File: src/rtl/serial_adder_if.sv
// Handshake and data bundle for the bit-serial adder.
// The ovf signal exists only when SERIAL_ADDER_OVF_EN is defined.
interface serial_adder_if #(
  parameter int unsigned WIDTH = 8
);
  logic             start;
  logic [WIDTH-1:0] a;
  logic [WIDTH-1:0] b;
  logic             cin;
  logic             busy;
  logic             done;
  logic [WIDTH-1:0] sum;
  logic             cout;
`ifdef SERIAL_ADDER_OVF_EN
  logic             ovf;

  modport master (
    output start, a, b, cin,
    input  busy, done, sum, cout, ovf
  );

  modport slave (
    input  start, a, b, cin,
    output busy, done, sum, cout, ovf
  );
`else
  modport master (
    output start, a, b, cin,
    input  busy, done, sum, cout
  );

  modport slave (
    input  start, a, b, cin,
    output busy, done, sum, cout
  );
`endif
endinterface

File: src/rtl/serial_adder.sv
// Bit-serial adder: one full-adder step per clock, LSB first, carry held in a flop.
// Optional signed-overflow output enabled by defining SERIAL_ADDER_OVF_EN.
module serial_adder #(
  parameter int unsigned WIDTH = 8,
  parameter int unsigned CNT_W = 6
) (
  input logic          clk,
  input logic          rst,
  serial_adder_if.slave bus
);

  localparam logic [CNT_W-1:0] LastCnt = CNT_W'(WIDTH - 1);

  typedef enum logic [1:0] {
    StIdle,
    StRun,
    StDone
  } state_e;

  state_e           state_q, state_d;
  logic [WIDTH-1:0] sa_q, sa_d;
  logic [WIDTH-1:0] sb_q, sb_d;
  logic [WIDTH-1:0] sacc_q, sacc_d;
  logic [WIDTH-1:0] sum_q, sum_d;
  logic             carry_q, carry_d;
  logic             cout_q, cout_d;
  logic [CNT_W-1:0] cnt_q, cnt_d;

  // Single full-adder stage working on the current LSBs.
  logic fa_s;
  logic fa_c;
  logic last_step;

  assign fa_s      = sa_q[0] ^ sb_q[0] ^ carry_q;
  assign fa_c      = (sa_q[0] & sb_q[0]) | ((sa_q[0] ^ sb_q[0]) & carry_q);
  assign last_step = (cnt_q == LastCnt);

`ifdef SERIAL_ADDER_OVF_EN
  logic ovf_q, ovf_d;
`endif

  always_comb begin
    state_d = state_q;
    sa_d    = sa_q;
    sb_d    = sb_q;
    sacc_d  = sacc_q;
    sum_d   = sum_q;
    carry_d = carry_q;
    cout_d  = cout_q;
    cnt_d   = cnt_q;
`ifdef SERIAL_ADDER_OVF_EN
    ovf_d   = ovf_q;
`endif

    unique case (state_q)
      StIdle: begin
        if (bus.start) begin
          sa_d    = bus.a;
          sb_d    = bus.b;
          carry_d = bus.cin;
          sacc_d  = '0;
          cnt_d   = '0;
          state_d = StRun;
        end
      end

      StRun: begin
        sa_d    = {1'b0, sa_q[WIDTH-1:1]};
        sb_d    = {1'b0, sb_q[WIDTH-1:1]};
        sacc_d  = {fa_s, sacc_q[WIDTH-1:1]};
        carry_d = fa_c;
        cnt_d   = cnt_q + 1'b1;
        if (last_step) begin
          sum_d   = sacc_d;
          cout_d  = fa_c;
          // Counter parks at zero so it never exceeds WIDTH-1.
          cnt_d   = '0;
          state_d = StDone;
`ifdef SERIAL_ADDER_OVF_EN
          // Carry into the MSB is the flop value before this final step.
          ovf_d   = carry_q ^ fa_c;
`endif
        end
      end

      StDone: begin
        state_d = StIdle;
      end

      default: begin
        state_d = StIdle;
      end
    endcase
  end

  always_ff @(posedge clk or posedge rst) begin
    if (rst) begin
      state_q <= StIdle;
      sa_q    <= '0;
      sb_q    <= '0;
      sacc_q  <= '0;
      sum_q   <= '0;
      carry_q <= 1'b0;
      cout_q  <= 1'b0;
      cnt_q   <= '0;
    end else begin
      state_q <= state_d;
      sa_q    <= sa_d;
      sb_q    <= sb_d;
      sacc_q  <= sacc_d;
      sum_q   <= sum_d;
      carry_q <= carry_d;
      cout_q  <= cout_d;
      cnt_q   <= cnt_d;
    end
  end

`ifdef SERIAL_ADDER_OVF_EN
  always_ff @(posedge clk or posedge rst) begin
    if (rst) begin
      ovf_q <= 1'b0;
    end else begin
      ovf_q <= ovf_d;
    end
  end

  assign bus.ovf = ovf_q;
`endif

  assign bus.busy = (state_q == StRun);
  assign bus.done = (state_q == StDone);
  assign bus.sum  = sum_q;
  assign bus.cout = cout_q;

  // Elaboration-time legality of the configuration.
  if (WIDTH < 2 || WIDTH > 32) begin : g_bad_width
    $error("serial_adder: WIDTH must be in 2..32");
  end
  if ((64'd1 << CNT_W) <= 64'(WIDTH)) begin : g_bad_cnt_w
    $error("serial_adder: CNT_W too small for WIDTH");
  end

  a_cnt_range : assert property (@(posedge clk) disable iff (rst) cnt_q <= LastCnt);
  a_done_once : assert property (@(posedge clk) disable iff (rst) bus.done |=> !bus.done);

endmodule

File: src/flat_wrapper.sv
// flat-port wrapper written by rule: the top's interface ports become plain ports
module serial_adder_flat 
#(
  parameter int unsigned WIDTH = 8,
  parameter int unsigned CNT_W = 6
)
  (clk, rst, bus_start, bus_a, bus_b, bus_cin, bus_busy, bus_done, bus_sum, bus_cout);
  serial_adder_if #(.WIDTH(WIDTH)) bus_i ();
  input logic clk;
  input logic rst;
  input wire logic [$bits(bus_i.start)-1:0] bus_start;
  input wire logic [$bits(bus_i.a)-1:0] bus_a;
  input wire logic [$bits(bus_i.b)-1:0] bus_b;
  input wire logic [$bits(bus_i.cin)-1:0] bus_cin;
  output wire logic [$bits(bus_i.busy)-1:0] bus_busy;
  output wire logic [$bits(bus_i.done)-1:0] bus_done;
  output wire logic [$bits(bus_i.sum)-1:0] bus_sum;
  output wire logic [$bits(bus_i.cout)-1:0] bus_cout;
  assign bus_i.start = bus_start;
  assign bus_i.a = bus_a;
  assign bus_i.b = bus_b;
  assign bus_i.cin = bus_cin;
  assign bus_busy = bus_i.busy;
  assign bus_done = bus_i.done;
  assign bus_sum = bus_i.sum;
  assign bus_cout = bus_i.cout;
  serial_adder #(.WIDTH(WIDTH), .CNT_W(CNT_W)) u_core (.clk(clk), .rst(rst), .bus(bus_i));
endmodule
File: config.mk
export PLATFORM = sky130hd
export DESIGN_NAME = serial_adder_flat
export DESIGN_NICKNAME = d
export VERILOG_FILES = /design/src/rtl/serial_adder_if.sv /design/src/rtl/serial_adder.sv /design/src/flat_wrapper.sv
export SDC_FILE = /design/constraint.sdc
export NUM_CORES = 1
export LEC_CHECK = 0
export CELL_PAD_IN_SITES_DETAIL_PLACEMENT = 1
export CELL_PAD_IN_SITES_GLOBAL_PLACEMENT = 2
export CORE_MARGIN = 2
export CORE_UTILIZATION = 30
export CTS_CLUSTER_SIZE = 40
export DETAILED_ROUTE_END_ITERATION = 12
export PLACE_DENSITY_LB_ADDON = 0.1
export SLEW_MARGIN = 0
export SYNTH_ARGS = -nofsm -noshare
export SYNTH_HDL_FRONTEND = slang
export SYNTH_SLANG_ARGS = --single-unit
File: constraint.sdc
create_clock -name clk -period 1.7 [get_ports clk]
set_clock_uncertainty 0.15 [all_clocks]
set_input_delay 0.34 -clock clk [delete_from_list [all_inputs] [get_ports clk]]
set_output_delay 0.34 -clock clk [all_outputs]
set_load 0.1 [all_outputs]
Word level (Yosys, flattened, before mapping)
Index checks and enable logic that the tools add are counted.
Widths: inputs -> output; s select.
{"block": "classes", "n_addsub": 1, "n_eq_ne": 5, "n_mux": 14, "bitwise": 5, "reduce_logical": 5}
{"operator": "$pmux 8 s2", "n": 3}
{"operator": "$mux 8", "n": 3}
{"operator": "$mux 6", "n": 2}
{"operator": "$pmux 6 s2", "n": 1}
{"operator": "$add 6x1->6 const B", "n": 1}
{"operator": "$eq 6x3->1 const B", "n": 1}
{"operator": "$reduce_and 2->1", "n": 3}
{"operator": "$mux 2", "n": 2}
{"operator": "$pmux 2 s2", "n": 1}
{"operator": "$and 1x1->1", "n": 2}
{"operator": "$eq 2x1->1 const B", "n": 1}
{"operator": "$eq 2x2->1 const B", "n": 1}
{"operator": "$logic_not 2->1", "n": 1}
{"operator": "$ne 2x1->1 const B", "n": 1}
{"operator": "$ne 2x2->1 const B", "n": 1}
{"operator": "$pmux 1 s2", "n": 1}
{"operator": "$reduce_bool 2->1", "n": 1}
{"operator": "$xor 1x1->1", "n": 2}
{"operator": "$mux 1", "n": 1}
{"operator": "$or 1x1->1", "n": 1}
{"block": "word_totals", "ff_bits": 42, "inputBits": 20, "out_inout_bits": 11, "word_cells": 38}

Longest topological paths before layout
Gate-level depths: netlist (run 1).
{"block": "depth", "ltp_word": 4, "ltp_mapped": 6, "mapped_depth_nobuf": 4}

Worst setup path before layout (run 1)
Ideal clock, no wire load.
{"block": "synth_path", "path_type": "reg-to-output", "startpoint": "reg u_core.state_q[0]", "endpoint": "out bus_done", "arrival_ns": 1.768, "required_ns": 1.210, "path_slack_ns": -0.558, "stages_incl_launch_ff": 2, "path_buffers": 0, "path_cell_list": "dfrtp_1 nor2b_1"}
{"block": "synth_via", "elab_chain_len": 1}
{"element": "start, declared", "line_no": "serial_adder.sv:20", "source": "state_e state_q, state_d;"}
{"element": "start signal, assigned", "line_no": "serial_adder.sv:98", "source": "state_q <= StIdle;"}
{"element": "start signal, assigned", "line_no": "serial_adder.sv:107", "source": "state_q <= state_d;"}
{"element": "$eq 2x2->1", "line_no": "serial_adder.sv:131", "source": "assign bus.done = (state_q == StDone);"}
{"element": "end, declared", "line_no": "flat_wrapper.sv:16", "source": "output wire logic [$bits(bus_i.done)-1:0] bus_done;"}
Every way passes these cells.

Final worst setup path (run 1)
{"block": "layout_path", "startpoint": "reg u_core.cnt_q[4]", "endpoint": "reg u_core.sum_q[5] (netlist: u_core.bus.sum[5])"}
{"block": "layout_via", "elab_chain_len": 2}
{"element": "start, declared", "line_no": "serial_adder.sv:27", "source": "logic [CNT_W-1:0] cnt_q, cnt_d;"}
{"element": "start signal, assigned", "line_no": "serial_adder.sv:114", "source": "cnt_q <= cnt_d;"}
{"element": "$eq 6x3->1", "line_no": "serial_adder.sv:36", "source": "assign last_step = (cnt_q == LastCnt);"}
{"element": "$reduce_and 2->1 (no source line)"}
{"element": "end signal, assigned", "line_no": "serial_adder.sv:111", "source": "sum_q <= sum_d;"}
{"element": "end, declared", "line_no": "serial_adder.sv:24", "source": "logic [WIDTH-1:0] sum_q, sum_d;"}
Every way passes these cells.
A chain may end at the register's enable or synchronous reset.

==> run metrics, run 1 <==
Final #Nets about 220; fin crit share 101%; clk_lat worst skew 0.29 ns; worst slew pin tran 0.236 ns; share of layout cells above drive strength 1 26.5%; min Tclk post-route 1.72 ns; net count after synthesis 173; Die X slightly above 80 um; num rows 27; mux cell area share after synthesis ~15%; drc violations 0; DRT Pass-1 Iters 4; Seq pwr share 29.8%; MaxCap Viol Count 0; Worst setup SP type flop; outcome finished, violations left; setup violators final 8; ys flop type dfrtp_1; Placer Congestion 0.759; post-synthesis compound-gate area fraction around 13%; first-pass GRT wire length roughly 6800 um; Filler cells 614; port bufs 30; Yosys cell types 29; number of antenna violations at the first check in global routing 0; worst path required time around 1.7 ns; CTS max path bufs 2; antenna cells 0; failing checks negative setup slack; Synth area leaders dfrtp_1 (58%), mux2i_1 (9.0%), mux2_2 (5.7%); syn avg cell area 11.7 um2; Final Util 46.0%; Slew HR 84.2%; Die Y between 80 and 90 um; core footprint ~5600 um2; P_leak 1.21 nW; CTS tree done; Reg-to-Reg Start u_core.cnt_q[4]$_DFFE_PP0P_; r2r setup slk -0.02 ns; CP Capture Type flop; WP data arrival 1.74 ns; Synth Area in XOR/XNOR 0%; vias in the first global route between 1k and 1.5k; Seq/Total Area, Yosys 58.0%; Vias between 1k and 1.5k; simple-gate share of the synthesized area 9.19%; crit path kind reg2reg; P_int 3.30 mW; Async SR Flop Fraction 100%; post-route antenna net violation count 0; die area 6530 um2; cells on worst reg2reg path 4; DP Wirelength 2870 um; Yosys top cell area share ~58%; ranking of synthesized cells by instance count dfrtp_1 (41), nand2_1 (20), o21ai_0 (20); wire length per cell 14.6 um; CTS root buf clkbuf_8; Combinational Power Share 55.8%; Fmax achieved approximately 580 MHz; Clock transition at path regs 0.08 ns; Mapped Area 1770 um2; Adder-Cell Fraction of Synth Area 1.84%; maximum vdd drop 0.00107 V; Critical Path Fanout Max 10; RSZ-0062 raised after global routing true; Hold Vio Cnt, Final 0; synth warn 0; htree depth 2; largest net degree at the start of global routing 42; dominant cell type by area after synthesis dfrtp_1; switching part of the total power 41.7%; TritonCTS Buffers 5; GRT Residual Overflow 0; 1st-iter DRT viols 20; largest family of logic cells by synthesized area multiplexers; RR Endpoint u_core.bus.sum[5]$_DFFE_PP0P_; EDFF count, synth 0; fin worst setup slack -0.0208 ns; design area 2580 um2; Cell Area, Placed between 2000 and 2500 um2; Clk network pwr share 14.4%; Total GRT Usage 13.7%; power per standard cell area 2190 nW/um2; #FFs+latches synth 41; Syn Inst Count 151; Via-to-Cell Ratio 4.66; Initial Utilization a little under a third; Net Sw Power 2.36 mW; drt total wl 3980 um; fin. max-slew vios 0; CTS Sinks 41; I/O pins 31; Hold WC Path Type in2async; Area growth syn-to-layout 45.6%; most frequent cell after synthesis dfrtp_1
==> state kept, by name, summed over array words and instances (netlist names) <==
register,flops
u_core.state_q,2
u_core.bus.cout,1
u_core.carry_q,1
u_core.cnt_q,6
u_core.sb_q,8
u_core.bus.sum,8
u_core.sacc_q,7
u_core.sa_q,8
==> power by group through the flow <==
stage	logic, mW	clock network, mW	registers (mW)
after floorplan	1.31	0	2.29
after detailed placement	3.11	0	1.71
final	3.15	0.816	1.69
after global routing	3.37	0.882	1.76
after global placement	3.02	0	1.69
after CTS	3.15	0.841	1.70
==> area by class of cell <==
cell class | count | area, um2 | share of cell area, %
Tap cell | 72 | 90.1 | 3.50
Clock inverter | 2 | 37.5 | 1.46
Timing Repair Buffer | 48 | 608 | 23.6
Multi-Input combinational cell | 96 | 707 | 27.4
Sequential cell | 41 | 1030 | 39.8
Clock buffer | 6 | 82.6 | 3.20
Inverter | 7 | 26.3 | 1.02
==> timing repair <==
item | CTS | global route
setup buffers | 1 | 2
endpoints found under the setup margin | 10 | 11
pin swaps | 0 | 0
hold buffers | 0 | 0
resized for setup | 2 | 2
==> kinds of logic after synthesis <==
logic type      after synthesis
fa+ha+maj                     2
compound gates               36
flops                        41
simple gates                 33
mux                          25
buf+inv                      14
==> metrics by stage <==
| stage | std cells | hold slack (ns) | setup TNS [ns] | total power, mW | setup WS (ns) |
|---|---|---|---|---|---|
| 6_report | 272 | 0.254 | -0.119 | 5.66 | -0.0208 |
| 4_1_cts | 270 | 0.258 | -0.196 | 5.70 | -0.0298 |
| 3_5_place_dp | 261 | 0.328 | -0.108 | 4.82 | -0.0184 |
| 2_1_floorplan | 151 | 0.290 | -0.232 | 3.60 | -0.0335 |
| 3_3_place_gp | 261 | 0.314 | 0 | 4.70 | 0.0388 |
| 5_1_grt | 272 | 0.313 | -0.567 | 6.01 | -0.0712 |
==> worst max-delay path, stage by stage, from the launching register on <==
cell     delay [ns]
dfrtp_1        0.39
or3_4          0.41
nor3_4         0.16
buf_12         0.16
mux2_2         0.33
==> worst max-delay path by stage <==
stage | startpoint | endpoint | cells past startpoint
2_1_floorplan | u_core.state_q[0]$_DFFE_PP0P_ | bus_done | 1
3_3_place_gp | u_core.cnt_q[4]$_DFFE_PP0P_ | u_core.bus.sum[7]$_DFFE_PP0P_ | 4
3_5_place_dp | bus_start | u_core.cnt_q[4]$_DFFE_PP0P_ | 5
4_1_cts | u_core.cnt_q[4]$_DFFE_PP0P_ | u_core.bus.sum[4]$_DFFE_PP0P_ | 4
5_1_grt | u_core.cnt_q[4]$_DFFE_PP0P_ | u_core.bus.sum[5]$_DFFE_PP0P_ | 4
6_report | u_core.cnt_q[4]$_DFFE_PP0P_ | u_core.bus.sum[5]$_DFFE_PP0P_ | 4
==> metal layers <==
layer / part of all wire [%] / GRT usage (%) / up-vias
li1: - / - / 624
met3: 1.9 / 2.67 / 4
met5: 0 / 0 / -
met1: 46 / 18.0 / 624
met2: 51 / 23.0 / 16
met4: 0.75 / 3.56 / 0
==> layout by cell type, fill, tap and decap left out, drive strengths merged <==
cell type,netlist,final
inv,7,7
o31ai,2,2
o22ai,1,1
a21oi,3,3
mux2,9,9
ha,1,1
fa,1,1
nand2,20,20
or3,2,2
and3,1,1
nor3b,1,1
nand4,1,1
nor3,1,1
nor2b,1,1
dfrtp,41,41
nand3,3,3
nor2,1,1
mux2i,16,16
o21ai,20,20
a22o,8,8
nand2b,2,2
clkinvlp,0,1
clkdlybuf4s50,0,19
o21bai,1,1
buf,3,29
bufinv,0,1
clkbuf,4,6
a2bb2oi,1,1
(Power assumes the default switching activity.)
==> inputs of run 2 (changes only) <==
--- a/config.mk
+++ b/config.mk
@@ -11,6 +11,7 @@
 export CORE_UTILIZATION = 30
 export CTS_CLUSTER_SIZE = 40
 export DETAILED_ROUTE_END_ITERATION = 12
+export GPL_TIMING_DRIVEN = 0
 export PLACE_DENSITY_LB_ADDON = 0.1
 export SLEW_MARGIN = 0
 export SYNTH_ARGS = -nofsm -noshare
==> run 2 against run 1 <==
Critical path type is now reg2out. The run still ends with negative setup slack left. Global-route usage is 0.51 points higher. Register-to-register slack worse by 0.02 ns. Largest cell class unchanged. Worst hold slack better by 0.069 ns. Worst setup slack worse by 0.028 ns. Critical path depth stayed put. Non-clock buffer count is 2 higher. Critical endpoint is now bus_busy. First-iteration DRC count is 80% higher.
==> run metrics, run 2 (synthesized netlist as in run 1, its figures left out) <==
Initial Utilization 31.6% (unchanged); worst slew pin tran 0.850 ns (+0.614 ns); Critical Path Fanout Max 5 (-5); Area growth syn-to-layout 38.0%; placed cells 253 (-3.1%); drc violations 0 (unchanged); DRT Pass-1 Iters 4 (unchanged); outcome finished, violations left; WP data arrival 1.26 ns (-0.48 ns); Die X 80.8 um (unchanged); CTS root buf clkbuf_8; Net Sw Power 2.39 mW (+1.1%); worst path required time 1.21 ns (-0.51 ns); first-pass GRT wire length 7010 um (+2.7%); CP Capture Type output pin; commonest non-fill, non-tap cell in the layout dfrtp_1; Filler cells 643 (+4.7%); Worst setup SP type flop; maximum vdd drop 0.000905 V (-15%); 1st-iter DRT viols 36 (+80%); storage element area 1030 um2 (+0.12%); htree depth 2 (unchanged); Hold WC Path Type reg2reg; Vias 1318 (+3.9%); P_leak 1.18 nW (-2.7%); CTS tree done; min Tclk post-route 1.75 ns (+0.0278 ns); RSZ-0062 raised after global routing true; TritonCTS Buffers 5 (unchanged); post-route antenna net violation count 0 (unchanged); drt total wl 4280 um (+7.4%); wire length per cell 15.7 um (+7.0%); CTS max path bufs 2 (unchanged); most frequent cells in the layout dfrtp_1 (40), nand2_1 (20), o21ai_0 (19), clkdlybuf4s50_1 (19), mux2i_1 (16); power per standard cell area 2170 nW/um2 (-1.3%); Combinational Power Share 55.7% (about the same); Clk network pwr share 12.4% (-2.0 points); largest net degree at the start of global routing 42 (unchanged); GRT Residual Overflow 0 (unchanged); share of layout cells above drive strength 1 27.9% (+1.4 points); Hold Vio Cnt, Final 0 (unchanged); setup violators final 10 (+2); Layout Cells excl Fill 273 (+0.37%); fin crit share 103% (+1.6 points); core footprint 5610 um2 (unchanged); fin. max-slew vios 0 (unchanged); Via-to-Cell Ratio 4.83 (+3.6%); fin worst setup slack -0.0485 ns (-0.0278 ns); MaxCap Viol Count 0 (unchanged); Total GRT Usage 14.2% (+0.51 points); DP Wirelength 2900 um (+0.81%); Die Y 80.8 um (unchanged); clk_lat worst skew 0.29 ns (about the same); Final #Nets 223 (+0.90%); num rows 27 (unchanged); CTS Sinks 41 (unchanged); P_int 2.91 mW (-12%); failing checks negative setup slack; switching part of the total power 45.1% (+3.4 points); Seq pwr share 31.9% (+2.1 points); footprint of the multi-input gates 744 um2 (+5.3%); die area 6530 um2 (unchanged); vias in the first global route 1423 (+1.1%); number of antenna violations at the first check in global routing 0 (unchanged); crit path kind reg2out; Slew HR 43.3% (-41 points); antenna cells 0 (unchanged); Fmax achieved 572 MHz (-1.6%); port bufs 30 (unchanged); Clock transition at path regs 0.08 ns (about the same); Placer Congestion 0.741 (-2.3%); Power, Total 5.29 mW (-6.5%); I/O pins 31 (unchanged)
-- run 2: area by class of cell --
| cell class | count | area share (%) |
|---|---|---|
| multi-input combinational | 96 | 30.5 |
| clock inverter | 1 | 0.307 |
| sequential | 41 | 42.0 |
| tap | 72 | 3.69 |
| buffer | 5 | 2.00 |
| inverter | 7 | 1.59 |
| timing repair buffer | 45 | 16.5 |
| clock buffer | 6 | 3.38 |
-- run 2: layer usage --
metal | share of wire (%) | wire [um] | up-vias | global-route usage, %
met5 | 0 | 0 | - | 0
met4 | 0.89 | 38 | 0 | 3.56
met3 | 2.8 | 118 | 4 | 3.67
met2 | 50 | 2160 | 22 | 24.7
met1 | 46 | 1960 | 668 | 17.4
li1 | - | - | 624 | -
-- run 2: metrics by stage --
| step | cell area, um2 | hold WS [ns] | worst slack, ns | utilization (%) | TNS [ns] |
|---|---|---|---|---|---|
| floorplan | 1780 | 0.290 | -0.0335 | - | -0.232 |
| global placement | 2170 | 0.315 | -1.11 | 38.7 | -46.47 |
| detailed placement | 2170 | 0.319 | -1.12 | 38.7 | -22.08 |
| CTS | 2380 | 0.329 | -0.247 | 42.5 | -1.21 |
| global route | 2440 | 0.364 | -0.0959 | 43.6 | -0.820 |
| finish | 2440 | 0.324 | -0.0485 | 43.6 | -0.342 |
-- run 2: worst max-delay path, cell delays in order, from the launching register on --
cell	delay [ns]
dfrtp_1	0.40
nand2b_4	0.21
clkinv_8	0.07
buf_12	0.13
buf_12	0.15
-- run 2: worst paths after layout --
path / end / from / cells after the start / slack (ns)
setup / recovery: bus_busy / u_core.state_q[1]$_DFFE_PP0P_ / 4 / -0.05
hold / removal: u_core.cnt_q[5]$_DFFE_PP0P_ / u_core.cnt_q[5]$_DFFE_PP0P_ / 1 / 0.32
setup reg to reg: u_core.bus.sum[5]$_DFFE_PP0P_ / u_core.cnt_q[4]$_DFFE_PP0P_ / 4 / -0.04
hold reg to reg: u_core.cnt_q[5]$_DFFE_PP0P_ / u_core.cnt_q[5]$_DFFE_PP0P_ / 1 / 0.32
max in group asynchronous: u_core.state_q[0]$_DFFE_PP0P_ / rst / 2 / 0.42
min in group asynchronous: u_core.bus.cout$_DFFE_PP0P_ / rst / 2 / 0.39
-- run 2: what timing repair did --
item	4_1_cts	5_1_grt
hold buffers	0	0
resized for setup	69	24
endpoints found under the setup margin	48	43
pin swaps	1	0
buffers inserted	5	10
-- run 2: power groups by stage --
stage               Clock, mW  Combinational, mW  Sequential [mW]
finish                  0.657               2.95             1.69
global route            0.720               3.16             1.75
CTS                     0.672               2.81             1.70
detailed placement          0               2.57             1.71
global placement            0               2.51             1.69
floorplan                   0               1.31             2.29
